**src/rtl/synth_pkg.sv**
```systemverilog
// ---------------------------------------------------------------------------
// synth_pkg
// Shared definitions for the per-voice synthesis chain (wavetable
// synthesizers, envelope, mixer).
//   SAMPLE_W    : width of signed audio samples
//   ENV_W       : width of unsigned envelope levels and step values
//   ENV_MAX     : full-scale envelope level
//   env_state_t : ADSR envelope state encoding (also exported on the
//                 envelope's state port)
// ---------------------------------------------------------------------------
package synth_pkg;

  localparam int unsigned SAMPLE_W = 16;
  localparam int unsigned ENV_W    = 16;

  localparam logic [15:0] ENV_MAX = 16'hFFFF;

  typedef enum logic [2:0] {
    IDLE    = 3'd0,
    ATTACK  = 3'd1,
    DECAY   = 3'd2,
    SUSTAIN = 3'd3,
    RELEASE = 3'd4
  } env_state_t;

endpackage : synth_pkg

```
**src/rtl/env_scaler.sv**
```systemverilog
// ---------------------------------------------------------------------------
// env_scaler
// Combinational amplitude scaler: signed sample times unsigned envelope
// level, keeping the upper SAMPLE_W bits of the ENV_W fractional product.
// Kept in its own module so it can be mapped onto a hard multiplier.
//   sample_i : signed sample (SAMPLE_W)
//   level_i  : unsigned level, treated as a 0.ENV_W fraction (ENV_W)
//   scaled_o : product bits [SAMPLE_W+ENV_W-1 : ENV_W] (SAMPLE_W)
// ---------------------------------------------------------------------------
module env_scaler #(
  parameter int unsigned SAMPLE_W = synth_pkg::SAMPLE_W,
  parameter int unsigned ENV_W    = synth_pkg::ENV_W
) (
  input  logic signed [SAMPLE_W-1:0] sample_i,
  input  logic        [ENV_W-1:0]    level_i,
  output logic signed [SAMPLE_W-1:0] scaled_o
);

  import synth_pkg::*;

  // Level is zero-extended by one bit so the multiply stays signed without
  // reinterpreting levels >= half scale as negative.
  logic signed [SAMPLE_W+ENV_W:0] product;
  logic                           unused_bits;

  always_comb begin
    product = sample_i * $signed({1'b0, level_i});
  end

  assign scaled_o    = product[SAMPLE_W+ENV_W-1:ENV_W];
  assign unused_bits = ^{product[SAMPLE_W+ENV_W], product[ENV_W-1:0]};

endmodule : env_scaler

```
**src/rtl/adsr_envelope.sv**
```systemverilog
// ---------------------------------------------------------------------------
// adsr_envelope
// Per-voice ADSR amplitude envelope. Advances once per sample strobe and
// scales the incoming wavetable sample by the pre-update envelope level.
//   Clk           : system clock
//   Reset         : synchronous reset, active low
//   sample_Clk    : one-Clk-wide sample strobe; all registers hold otherwise
//   gate          : key held (1) / released (0), sampled on strobes only
//   sample_in     : signed sample from the wavetable synthesizer
//   attack_step   : level increment per strobe in ATTACK
//   decay_step    : level decrement per strobe in DECAY
//   sustain_level : sustain target, read live
//   release_step  : level decrement per strobe in RELEASE
//   out           : registered scaled sample
//   env_level     : registered envelope level
//   busy          : state != IDLE
//   state         : current env_state_t code
// ---------------------------------------------------------------------------
module adsr_envelope #(
  parameter int unsigned SAMPLE_W = synth_pkg::SAMPLE_W,
  parameter int unsigned ENV_W    = synth_pkg::ENV_W
) (
  input  logic                       Clk,
  input  logic                       Reset,
  input  logic                       sample_Clk,
  input  logic                       gate,
  input  logic signed [SAMPLE_W-1:0] sample_in,
  input  logic        [ENV_W-1:0]    attack_step,
  input  logic        [ENV_W-1:0]    decay_step,
  input  logic        [ENV_W-1:0]    sustain_level,
  input  logic        [ENV_W-1:0]    release_step,
  output logic signed [SAMPLE_W-1:0] out,
  output logic        [ENV_W-1:0]    env_level,
  output logic                       busy,
  output logic        [2:0]          state
);

  import synth_pkg::*;

  localparam logic [ENV_W-1:0] LEVEL_MAX = {ENV_W{1'b1}};

  env_state_t                 state_q, state_d;
  logic        [ENV_W-1:0]    level_q, level_d;
  logic signed [SAMPLE_W-1:0] out_q,   out_d;

  // One extra bit on each step result: bit ENV_W is the carry (attack) or
  // borrow (decay/release) that drives saturation.
  logic [ENV_W:0] atk_sum;
  logic [ENV_W:0] dec_diff;
  logic [ENV_W:0] rel_diff;

  assign atk_sum  = {1'b0, level_q} + {1'b0, attack_step};
  assign dec_diff = {1'b0, level_q} - {1'b0, decay_step};
  assign rel_diff = {1'b0, level_q} - {1'b0, release_step};

  env_scaler #(
    .SAMPLE_W (SAMPLE_W),
    .ENV_W    (ENV_W)
  ) u_scaler (
    .sample_i (sample_in),
    .level_i  (level_q),
    .scaled_o (out_d)
  );

  always_ff @(posedge Clk) begin
    if (!Reset) begin
      state_q <= IDLE;
      level_q <= '0;
      out_q   <= '0;
    end else if (sample_Clk) begin
      state_q <= state_d;
      level_q <= level_d;
      out_q   <= out_d;
    end
  end

  // Gate transitions take priority and leave the level untouched for that
  // strobe; stepping only happens when no transition fires.
  always_comb begin
    state_d = state_q;
    level_d = level_q;
    unique case (state_q)
      IDLE: begin
        if (gate) begin
          state_d = ATTACK;
        end else begin
          level_d = '0;
        end
      end

      ATTACK: begin
        if (!gate) begin
          state_d = RELEASE;
        end else if (atk_sum[ENV_W] || (atk_sum[ENV_W-1:0] == LEVEL_MAX)) begin
          level_d = LEVEL_MAX;
          state_d = DECAY;
        end else begin
          level_d = atk_sum[ENV_W-1:0];
        end
      end

      DECAY: begin
        if (!gate) begin
          state_d = RELEASE;
        end else if (level_q <= sustain_level) begin
          level_d = sustain_level;
          state_d = SUSTAIN;
        end else if (dec_diff[ENV_W] || (dec_diff[ENV_W-1:0] <= sustain_level)) begin
          // Clamp at sustain covers both exact landing and overshoot.
          level_d = sustain_level;
          state_d = SUSTAIN;
        end else begin
          level_d = dec_diff[ENV_W-1:0];
        end
      end

      SUSTAIN: begin
        if (!gate) begin
          state_d = RELEASE;
        end else begin
          level_d = sustain_level;
        end
      end

      RELEASE: begin
        if (gate) begin
          // Retrigger continues from the current level.
          state_d = ATTACK;
        end else if (rel_diff[ENV_W] || (rel_diff[ENV_W-1:0] == '0)) begin
          level_d = '0;
          state_d = IDLE;
        end else begin
          level_d = rel_diff[ENV_W-1:0];
        end
      end

      default: begin
        state_d = IDLE;
        level_d = '0;
      end
    endcase
  end

  assign out       = out_q;
  assign env_level = level_q;
  assign busy      = (state_q != IDLE);
  assign state     = state_q;

endmodule : adsr_envelope
```
**config.mk**
```make
export PLATFORM = sky130hd
export DESIGN_NAME = adsr_envelope
export DESIGN_NICKNAME = d
export VERILOG_FILES = /design/src/rtl/synth_pkg.sv /design/src/rtl/env_scaler.sv /design/src/rtl/adsr_envelope.sv
export SDC_FILE = /design/constraint.sdc
export NUM_CORES = 1
export LEC_CHECK = 0
export ABC_CLOCK_PERIOD_IN_PS = 16600
export CORE_MARGIN = 2
export CORE_UTILIZATION = 40
export CTS_CLUSTER_DIAMETER = 120
export DETAILED_ROUTE_END_ITERATION = 10
export PLACE_DENSITY_LB_ADDON = 0.12
export RECOVER_POWER = 25
export SYNTH_ARGS = -nofsm -noshare
export SYNTH_HDL_FRONTEND = slang
export SYNTH_HIERARCHICAL = 1
export SYNTH_SLANG_ARGS = --single-unit
```
**constraint.sdc**
```tcl
create_clock -name Clk -period 16.6 [get_ports Clk]
set_input_delay 3.32 -clock Clk [delete_from_list [all_inputs] [get_ports Clk]]
set_output_delay 3.32 -clock Clk [all_outputs]
set_load 0.03 [all_outputs]
```
## Word-level counts from Yosys, hierarchy flattened

Index checks and enable logic that the tools add are counted.

| word-level totals | value |
|---|---|
| register bits after elaboration | 35 |
| input port bits | 84 |
| output and inout bits | 36 |
| logic and storage cells | 52 |

| cells by class | value |
|---|---|
| add/subtract/negate cells | 3 |
| $mul | 1 |
| order comparisons | 2 |
| eq/ne operators | 15 |
| muxes and demuxes | 20 |
| reductions and logical operators | 8 |

Operator list:

| kind | count |
|---|---|
| two-way mux 16 bit | 9 |
| case mux 16 bit (5 select lines) | 1 |
| subtractor 16 x 16 -> 17 bit | 2 |
| less-or-equal comparator 16 bit | 2 |
| multiplier 16 x 17 -> 32 bit | 1 |
| two-way mux 3 bit | 9 |
| adder 16 x 16 -> 17 bit | 1 |
| equality test 16 bit (second input constant) | 1 |
| zero test 16 bit | 1 |
| case mux 3 bit (5 select lines) | 1 |
| != test 2 bit (second input constant) | 7 |
| AND reduction 6 bit | 2 |
| equality test 3 x 2 -> 1 bit (second input constant) | 2 |
| != test 3 bit (second input constant) | 2 |
| != test 4 bit (second input constant) | 1 |
| equality test 3 x 1 -> 1 bit (second input constant) | 1 |
| equality test 3 bit (second input constant) | 1 |
| zero test 3 bit | 1 |
| logical OR 1 bit | 3 |
| nonzero test 3 bit | 1 |

## Logic depth before layout (Yosys ltp)

Gate-level depths: netlist of run 1.

| depth | value |
|---|---|
| word-level depth | 7 |
| gate-level depth with buffers | 24 |
| gate-level depth less buffers | 22 |

## By module

Netlist of run 1, hierarchy kept.

Modules (own cells, without submodules):

| module | times used | cells an instance | area an instance (um^2) | seq. area each (um^2) |
|---|---|---|---|---|
| env_scaler | 1 | 964 | 8446.9 | 0.0 |
| adsr_envelope | 1 | 667 | 5113.7 | 700.7 |

## Worst setup path before layout of run 1

OpenSTA, ideal clock, no wires.

| timing | value |
|---|---|
| kind | input to register |
| start | input sample_in[1] |
| end | register out_q[13], in the netlist out[13] |
| library setup time | 65 ps |
| data arrival time | 8617 ps |
| required time | 16535 ps |
| path slack | 7918 ps |
| stages | 22 |
| buffers on the path | 2 |
| cell sequence | clkbuf_1 > nand2_1 > fa_1 > fa_1 > inv_1 > fa_1 > fa_1 > fa_1 > inv_1 > fa_1 > inv_1 > ha_1 > buf_4 > a21oi_2 > a21o_1 > nor2b_1 > and4_4 > nor3b_2 > or4_1 > o211ai_1 > mux2i_1 > nor2_1 |

| between the ends | value |
|---|---|
| word-level cells in the longest chain between the ends | 1 |

Ends and longest elaborated chain:

| element | RTL line | text |
|---|---|---|
| start: declaration | adsr_envelope.sv:27 | `input logic signed [SAMPLE_W-1:0] sample_in,` |
| multiplier 16 x 17 -> 32 bit | env_scaler.sv:27 | `product = sample_i * $signed({1'b0, level_i});` |
| net out_d[13] | adsr_envelope.sv:44 | `logic signed [SAMPLE_W-1:0] out_q, out_d;` |
| end signal: assignment | adsr_envelope.sv:73 | `out_q <= out_d;` |
| end: declaration | adsr_envelope.sv:44 |  |

The timed path passes the listed nets, and every way through them passes these cells.
A chain may end at the register's enable or synchronous reset.

## Worst setup path in the final report of run 1

| timing | value |
|---|---|
| start | input sample_in[11] |
| end | register out_q[15], in the netlist out[15] |

The elaborated chain is that of the path after synthesis.

==> results of run 1 <==
[power by group through the flow]
stage	logic [mW]	clock network [mW]	registers, mW
floorplan	0.105	0	0.100
global placement	0.175	0	0.0937
detailed placement	0.176	0	0.0937
CTS	0.178	0.116	0.0919
global route	0.197	0.120	0.0922
finish	0.177	0.114	0.0916
[synth_stat cells, drive strengths merged, types with 22 or more instances]
library cell	n	area share, %
inv	302	8.4
fa	196	29
ha	194	18
nand2	162	4.5
and2	126	5.8
a21oi	80	3.0
nor2	78	2.2
o21ai	46	1.8
clkbuf	43	1.3
dfxtp	35	5.2
nor3	32	1.2
xnor2	31	2.0
a21o	22	1.2
[cells by family (layout without fill, tap and decap cells)]
logic type               after synthesis  in the layout
AND/OR/NAND/NOR                      518            518
adder cells (fa/ha/maj)              390            390
buffers and inverters                352            448
AO/OA/AOI/OAI                        274            274
XOR/XNOR                              45             45
flip-flops                            35             35
multiplexers                          17             17
[worst max-delay path, cell delays in order]
cell and delay (ns):
clkdlybuf4s50_1 0.82, and2_1 0.39, fa_1 0.51, inv_1 0.05, fa_1 0.54, inv_1 0.05
fa_1 0.39, fa_1 0.48, fa_1 0.52, inv_1 0.06, fa_1 0.47, inv_1 0.04
ha_1 0.41, and3_4 0.25, nand3_2 0.11, a211o_1 0.28, o2111a_1 0.23, o2111ai_1 0.33
a31oi_1 0.15, xnor2_1 0.14, mux2i_1 0.16, nor2_1 0.05
[cells in the final DEF (no fill, tap or decap), types with 12 or more instances in the layout]
master and instances:
ha_1 194, a21oi_1 78, o21ai_0 37, mux2i_1 16, buf_4 19, nor2_1 77, xor2_1 14, clkdlybuf4s50_1 102
nor3_1 32, nand4_1 14, nand3_1 18, nor2b_1 12, a21o_1 21, nand2_1 162, nand2b_1 15, and2_1 124
xnor2_1 31, fa_1 196, inv_1 302, dfxtp_1 35, o21a_1 14, dlygate4sd3_1 17
[cell type report]
cell class	instances	area, um2
tap	448	560.5
inverter	302	1134
clock buffer	6	138.9
timing repair buffer	138	1334
fill	3372	18050
sequential	35	700.7
multi-input combinational	1244	11500
clock inverter	2	35.03
[state kept, by name, indices dropped and copies added (netlist names)]
register   cells
env_level     16
state          3
out           16
[metal layers]
metal,up-vias,global-route usage [%],share of wire [%],wire length (um)
li1,5569,-,-,-
met3,57,3.013,5.7,2227
met4,0,6.965,2.8,1101
met1,5743,30.90,45,17760
met2,320,38.53,46,18260
met5,-,0,0,0
[stage by stage]
stage	worst slack [ns]	hold WS [ns]	total power, mW
5_1_grt	6.681	0.5163	0.4087
6_report	7.007	0.4907	0.3826
4_1_cts	7.050	0.5029	0.3865
2_1_floorplan	7.918	0.6321	0.2057
3_5_place_dp	6.745	0.4890	0.2701
3_3_place_gp	6.843	0.4793	0.2689
[final timing paths]
check	slack, ns	end	cells past startpoint
max reg2reg	9.87	out[15]$_SDFFE_PN0P_	22
min	0.49	out[0]$_SDFFE_PN0P_	2
min reg2reg	0.49	out[0]$_SDFFE_PN0P_	2
max	7.01	out[15]$_SDFFE_PN0P_	22
==> results.md, run 1 <==
- Status: finished, final reports clean
- Yosys warns: 6
- Residual DRC: 0
- Multiplexer share of the synthesized area: between 1 and 1.5%
- Drt pass-1 iters: 8
- CP max FO: 16
- Worst relative slew slack: 19.53%
- Crit path launch: sample_in[11]
- HP Class: reg -> reg
- I/O pin cnt: 120
- Core Util, Final: 46.04%
- Clock Sink Count: 35
- Mean Syn Cell Area: 8.314 um2
- PD cells: 24.85 nW/um2
- Hold_buf cts: 0
- Cts bufs inserted: 5
- DRT iter0 DRCs: 575
- Leak Pwr: ~7.6 nW
- Gr usage total: 23.00%
- Final worst path period share: 57.79%
- Largest net degree at the start of global routing: 27
- Async set-reset flop share out of synthesis: 0%
- Netlist area before placement: 13,560 um2
- Largest family of logic cells by synthesized area: adder cells
- Switching power total: roughly 0.15 mW
- Worst slew pin tran: 1.205 ns
- Initial Util: 40.54%
- Final Cell Area: 15,400 um2
- Ratio of cells with drive above 1 in the final layout: 3.764%
- First-pass GRT wire length: approximately 64,000 um
- Sequential fraction of the synthesis area: 5.167%
- Post-CTS setup buffers: 0
- RSZ-0062 raised after global routing: no
- Maximum VDD drop: 0.03087 mV
- Setup TNS: 0 ns
- Final ANT Viol Nets: 0
- CP Capture Type: register
- Synthesized-area fraction occupied by adder cells: 46.84%
- WS Path Type: in -> reg
- Post-Synth Simple-Gate Area: 19.93%
- Setup crit start kind: input pin
- Skew final: 0.008385 ns
- Worst-path clk slew: 0.06 ns
- Vias in the first global route: 12,230
- Syn Nets: 2,105
- Reg-to-reg startpoint: env_level[7]$_SDFFE_PN0P_
- Final nets: 2,200
- Worst-case clock buffer depth: 2
- Via density: 5.374
- Core Footprint: 33,450 um2
- Buffers added on ports: around 120
- Yosys cell types: 95
- Synthesis-to-layout area growth: 13.55%
- Final non-filler cell total: around 2,200
- Synth Register Bits: 35
- Crit path required time: 16.75 ns
- H-tree Lvls: 2
- Sw Ratio: 38.00%
- WL/cell: approximately 18 um
- Number of flops mapped to enable cells by yosys: 0
- Die W: approximately 190 um
- Fmax achieved: 104.2 MHz
- Worst-Skew Late Latency: 0.29 ns
- Antenna violations before repair: 0
- Internal power: ~0.24 mW
- CP Data Arrival Time: 9.74 ns
- Comb power frac: 46.3%
- Die Y: 188.1 um
- Final Hold Viols: 0
- Final WL: 39,340 um
- Min-delay src: out[0]$_SDFFE_PN0P_
- Root Driver: clkbuf_16
- Compound-gate portion of the synthesized area: 13.84%
- Synth Area in XOR/XNOR: under 10%
- Max-cap viol count: 0
- Ant diodes: 0
- Routability cong.: approximately 0.92
- Aggregate global routing overflow: 0
- Final setup violation count: 0
- Main synth FF type: dfxtp_1
- Final min period: between 9 and 10 ns
- Clock power share: 29.8%
- Rows: 67
- Post-Place Cell Area: approximately 15,000 um2
- Total number of vias: 11,690
- Detailed Place HPWL: 31,690 um
- Max Slew Vio Count: 0
- Seq pwr share: 23.9%
- Die area: 35,390 um2
- # resized after CTS: 0
- CTS tree: built
- Cells after DPL: roughly 2,200
- Syn Inst Count: 1,631
Note: power is estimated with default switching activity, not from simulation.
==> run 2, diff against run 1 <==
Settings changed: ABC_CLOCK_PERIOD_IN_PS 16600 to 8000.
Clock period 16.6 ns to 8 ns, I/O delays scaled along.
==> results.md, run 2 (synthesized netlist as in run 1, its figures left out) <==
- Status: finished, final reports clean
- Die area: 35,390 um2 (unchanged)
- Gr usage total: 22.81% (-0.19 points)
- Buffers added on ports: 119 (unchanged)
- Die Y: 188.1 um (unchanged)
- Drt pass-1 iters: 8 (unchanged)
- Initial Util: 40.54% (unchanged)
- Detailed Place HPWL: 32,390 um (+2.2%)
- Max-cap viol count: 0 (unchanged)
- Final min period: 7.578 ns
- Aggregate global routing overflow: 0 (unchanged)
- Worst-Skew Late Latency: 0.29 ns (about the same)
- Ant diodes: 0 (unchanged)
- Maximum VDD drop: 0.06332 mV (+110%)
- Setup crit start kind: input pin
- WS Path Type: in -> reg
- Residual DRC: 0 (unchanged)
- Via density: 5.250 (-2.3%)
- Final worst path period share: 94.73%
- First-pass GRT wire length: 63,800 um (-0.95%)
- HP Class: reg -> reg
- Cts bufs inserted: 5 (unchanged)
- Skew final: 0.004747 ns (-0.003638 ns)
- Worst reg2reg setup slack: 1.31 ns (-8.56 ns)
- Clock Sink Count: 35 (unchanged)
- WL/cell: 17.74 um (-2.0%)
- H-tree Lvls: 2 (unchanged)
- Reg-to-reg startpoint: env_level[7]$_SDFFE_PN0P_
- Reg2Reg Depth: 22 (unchanged)
- GRT met1 Usage: 31.90% (+1.0 points)
- Worst-case clock buffer depth: 2 (unchanged)
- Worst slew pin tran: 1.214 ns (+0.008882 ns)
- CP max FO: 14 (-2)
- Setup TNS: 0 ns (unchanged)
- Sw Ratio: 37.86% (-0.14 points)
- CP Data Arrival Time: 7.73 ns (-2.01 ns)
- Final Hold Viols: 0 (unchanged)
- Post-CTS setup buffers: 0 (unchanged)
- Sequential Area: 700.7 um2 (unchanged)
- Antenna violations before repair: 1 (+1)
- DRT iter0 DRCs: 665 (+16%)
- Core Footprint: 33,450 um2 (unchanged)
- Grt met3 use: 2.826% (-0.19 points)
- RSZ-0062 raised after global routing: no
- RR Endpoint: out[15]$_SDFFE_PN0P_
- Rows: 67 (unchanged)
- PD cells: 51.53 nW/um2 (+110%)
- Synthesis-to-layout area growth: 14.44%
- Largest net degree at the start of global routing: 24 (-11%)
- Root Driver: clkbuf_16
- Post-Place Cell Area: 15,340 um2 (+0.79%)
- Worst-path clk slew: 0.06 ns (about the same)
- Final setup violation count: 0 (unchanged)
- Final non-filler cell total: 2,191 (+0.74%)
- CTS tree: built
- Total number of vias: 11,500 (-1.6%)
- Crit path required time: 8.15 ns (-8.60 ns)
- Hold WS: 0.4863 ns (-0.004373 ns)
- Fill count: 3,327 (-1.3%)
- Dpl ws: 0.1189 ns (-6.626 ns)
- Hold_buf cts: 0 (unchanged)
- Hold EP: out[3]$_SDFFE_PN0P_
- Area of the multi-input gates: 11,500 um2 (unchanged)
- Worst relative slew slack: 18.94% (-0.59 points)
- # resized after CTS: 0 (unchanged)
- Switching power total: 0.3028 mW (+110%)
- Min-delay src: out[3]$_SDFFE_PN0P_
- Hold path cells: 2 (unchanged)
- Max Slew Vio Count: 0 (unchanged)
- Internal power: 0.4969 mW (+110%)
- Most common cell after layout, fill and taps aside: inv_1
- Fmax achieved: 132.0 MHz
- Worst setup slack after layout: 0.4215 ns (-6.586 ns)
- Final total power: 0.7996 mW (+110%)
- Cells after DPL: 2,183 (+0.74%)
- Most frequent cells in the layout: 302 x inv_1, 196 x fa_1, 194 x ha_1, 162 x nand2_1, 124 x and2_1
- Leak Pwr: 7.679 nW (+1.0%)
- Seq pwr share: 23.8% (about the same)
- Final ANT Viol Nets: 0 (unchanged)
- Met2 usage: 38.11% (-0.43 points)
- I/O pin cnt: 120 (unchanged)
- CP Capture Type: register
- Most used routing layer: met2
- Ratio of cells with drive above 1 in the final layout: 4.647% (+0.88 points)
- Vias in the first global route: 12,010 (-1.8%)
- Final Cell Area: 15,520 um2 (+0.78%)
- Comb power frac: 46.4% (about the same)
- Routability cong.: 0.9244 (+0.11%)
- Die W: 188.1 um (unchanged)
- Final nets: 2,216 (+0.73%)
- Clock power share: 29.8% (about the same)
- Final WL: 38,860 um (-1.2%)
- Core Util, Final: 46.40% (+0.36 points)
run 2: cell count changes in the layout (fill, tap and decap cells not counted), sizes merged:
cell / previous run / this run
buf: 19 / 35
run 2: worst max-delay path, stage by stage:
cell and delay, ns:
clkdlybuf4s50_1 0.74, and2_1 0.35, fa_1 0.51, inv_1 0.06, fa_1 0.53, inv_1 0.05, fa_1 0.40, fa_1 0.49
fa_1 0.49, inv_1 0.05, fa_1 0.47, inv_1 0.04, ha_1 0.33, and3_4 0.21, nand3_2 0.11, a211o_1 0.28
o2111a_1 0.22, o2111ai_1 0.32, a31oi_1 0.16, xnor2_1 0.14, mux2i_1 0.13, nor2_1 0.05
run 2: final cells by class:
cell class / count / area share (%)
Tap cell: 448 / 3.612
Clock inverter: 2 / 0.2258
Multi-Input combinational cell: 1244 / 74.08
Clock buffer: 6 / 0.8949
Timing Repair Buffer: 154 / 9.369
Sequential cell: 35 / 4.515
Inverter: 302 / 7.305
run 2: how the worst max path moves through the flow:
stage	start	end	slack, ns	depth (start not counted)
after floorplan	sample_in[1]	out[13]$_SDFFE_PN0P_	1.04	22
after global placement	sample_in[11]	out[15]$_SDFFE_PN0P_	0.23	22
after detailed placement	sample_in[5]	out[15]$_SDFFE_PN0P_	0.12	22
after CTS	sample_in[5]	out[15]$_SDFFE_PN0P_	0.43	22
after global routing	sample_in[5]	out[15]$_SDFFE_PN0P_	0.05	22
final	sample_in[11]	out[15]$_SDFFE_PN0P_	0.42	22
run 2: layer usage:
metal | up-vias | wire, um
li1 | 5597 | -
met1 | 5638 | 18280
met2 | 236 | 18270
met3 | 30 | 1811
met4 | 2 | 481
met5 | - | 11
run 2: power groups by stage:
stage / combinational [mW] / clock (mW) / sequential, mW
floorplan: 0.219 / 0 / 0.208
global route: 0.413 / 0.252 / 0.192
finish: 0.371 / 0.238 / 0.190
global placement: 0.368 / 0 / 0.195
CTS: 0.373 / 0.244 / 0.191
detailed placement: 0.370 / 0 / 0.195
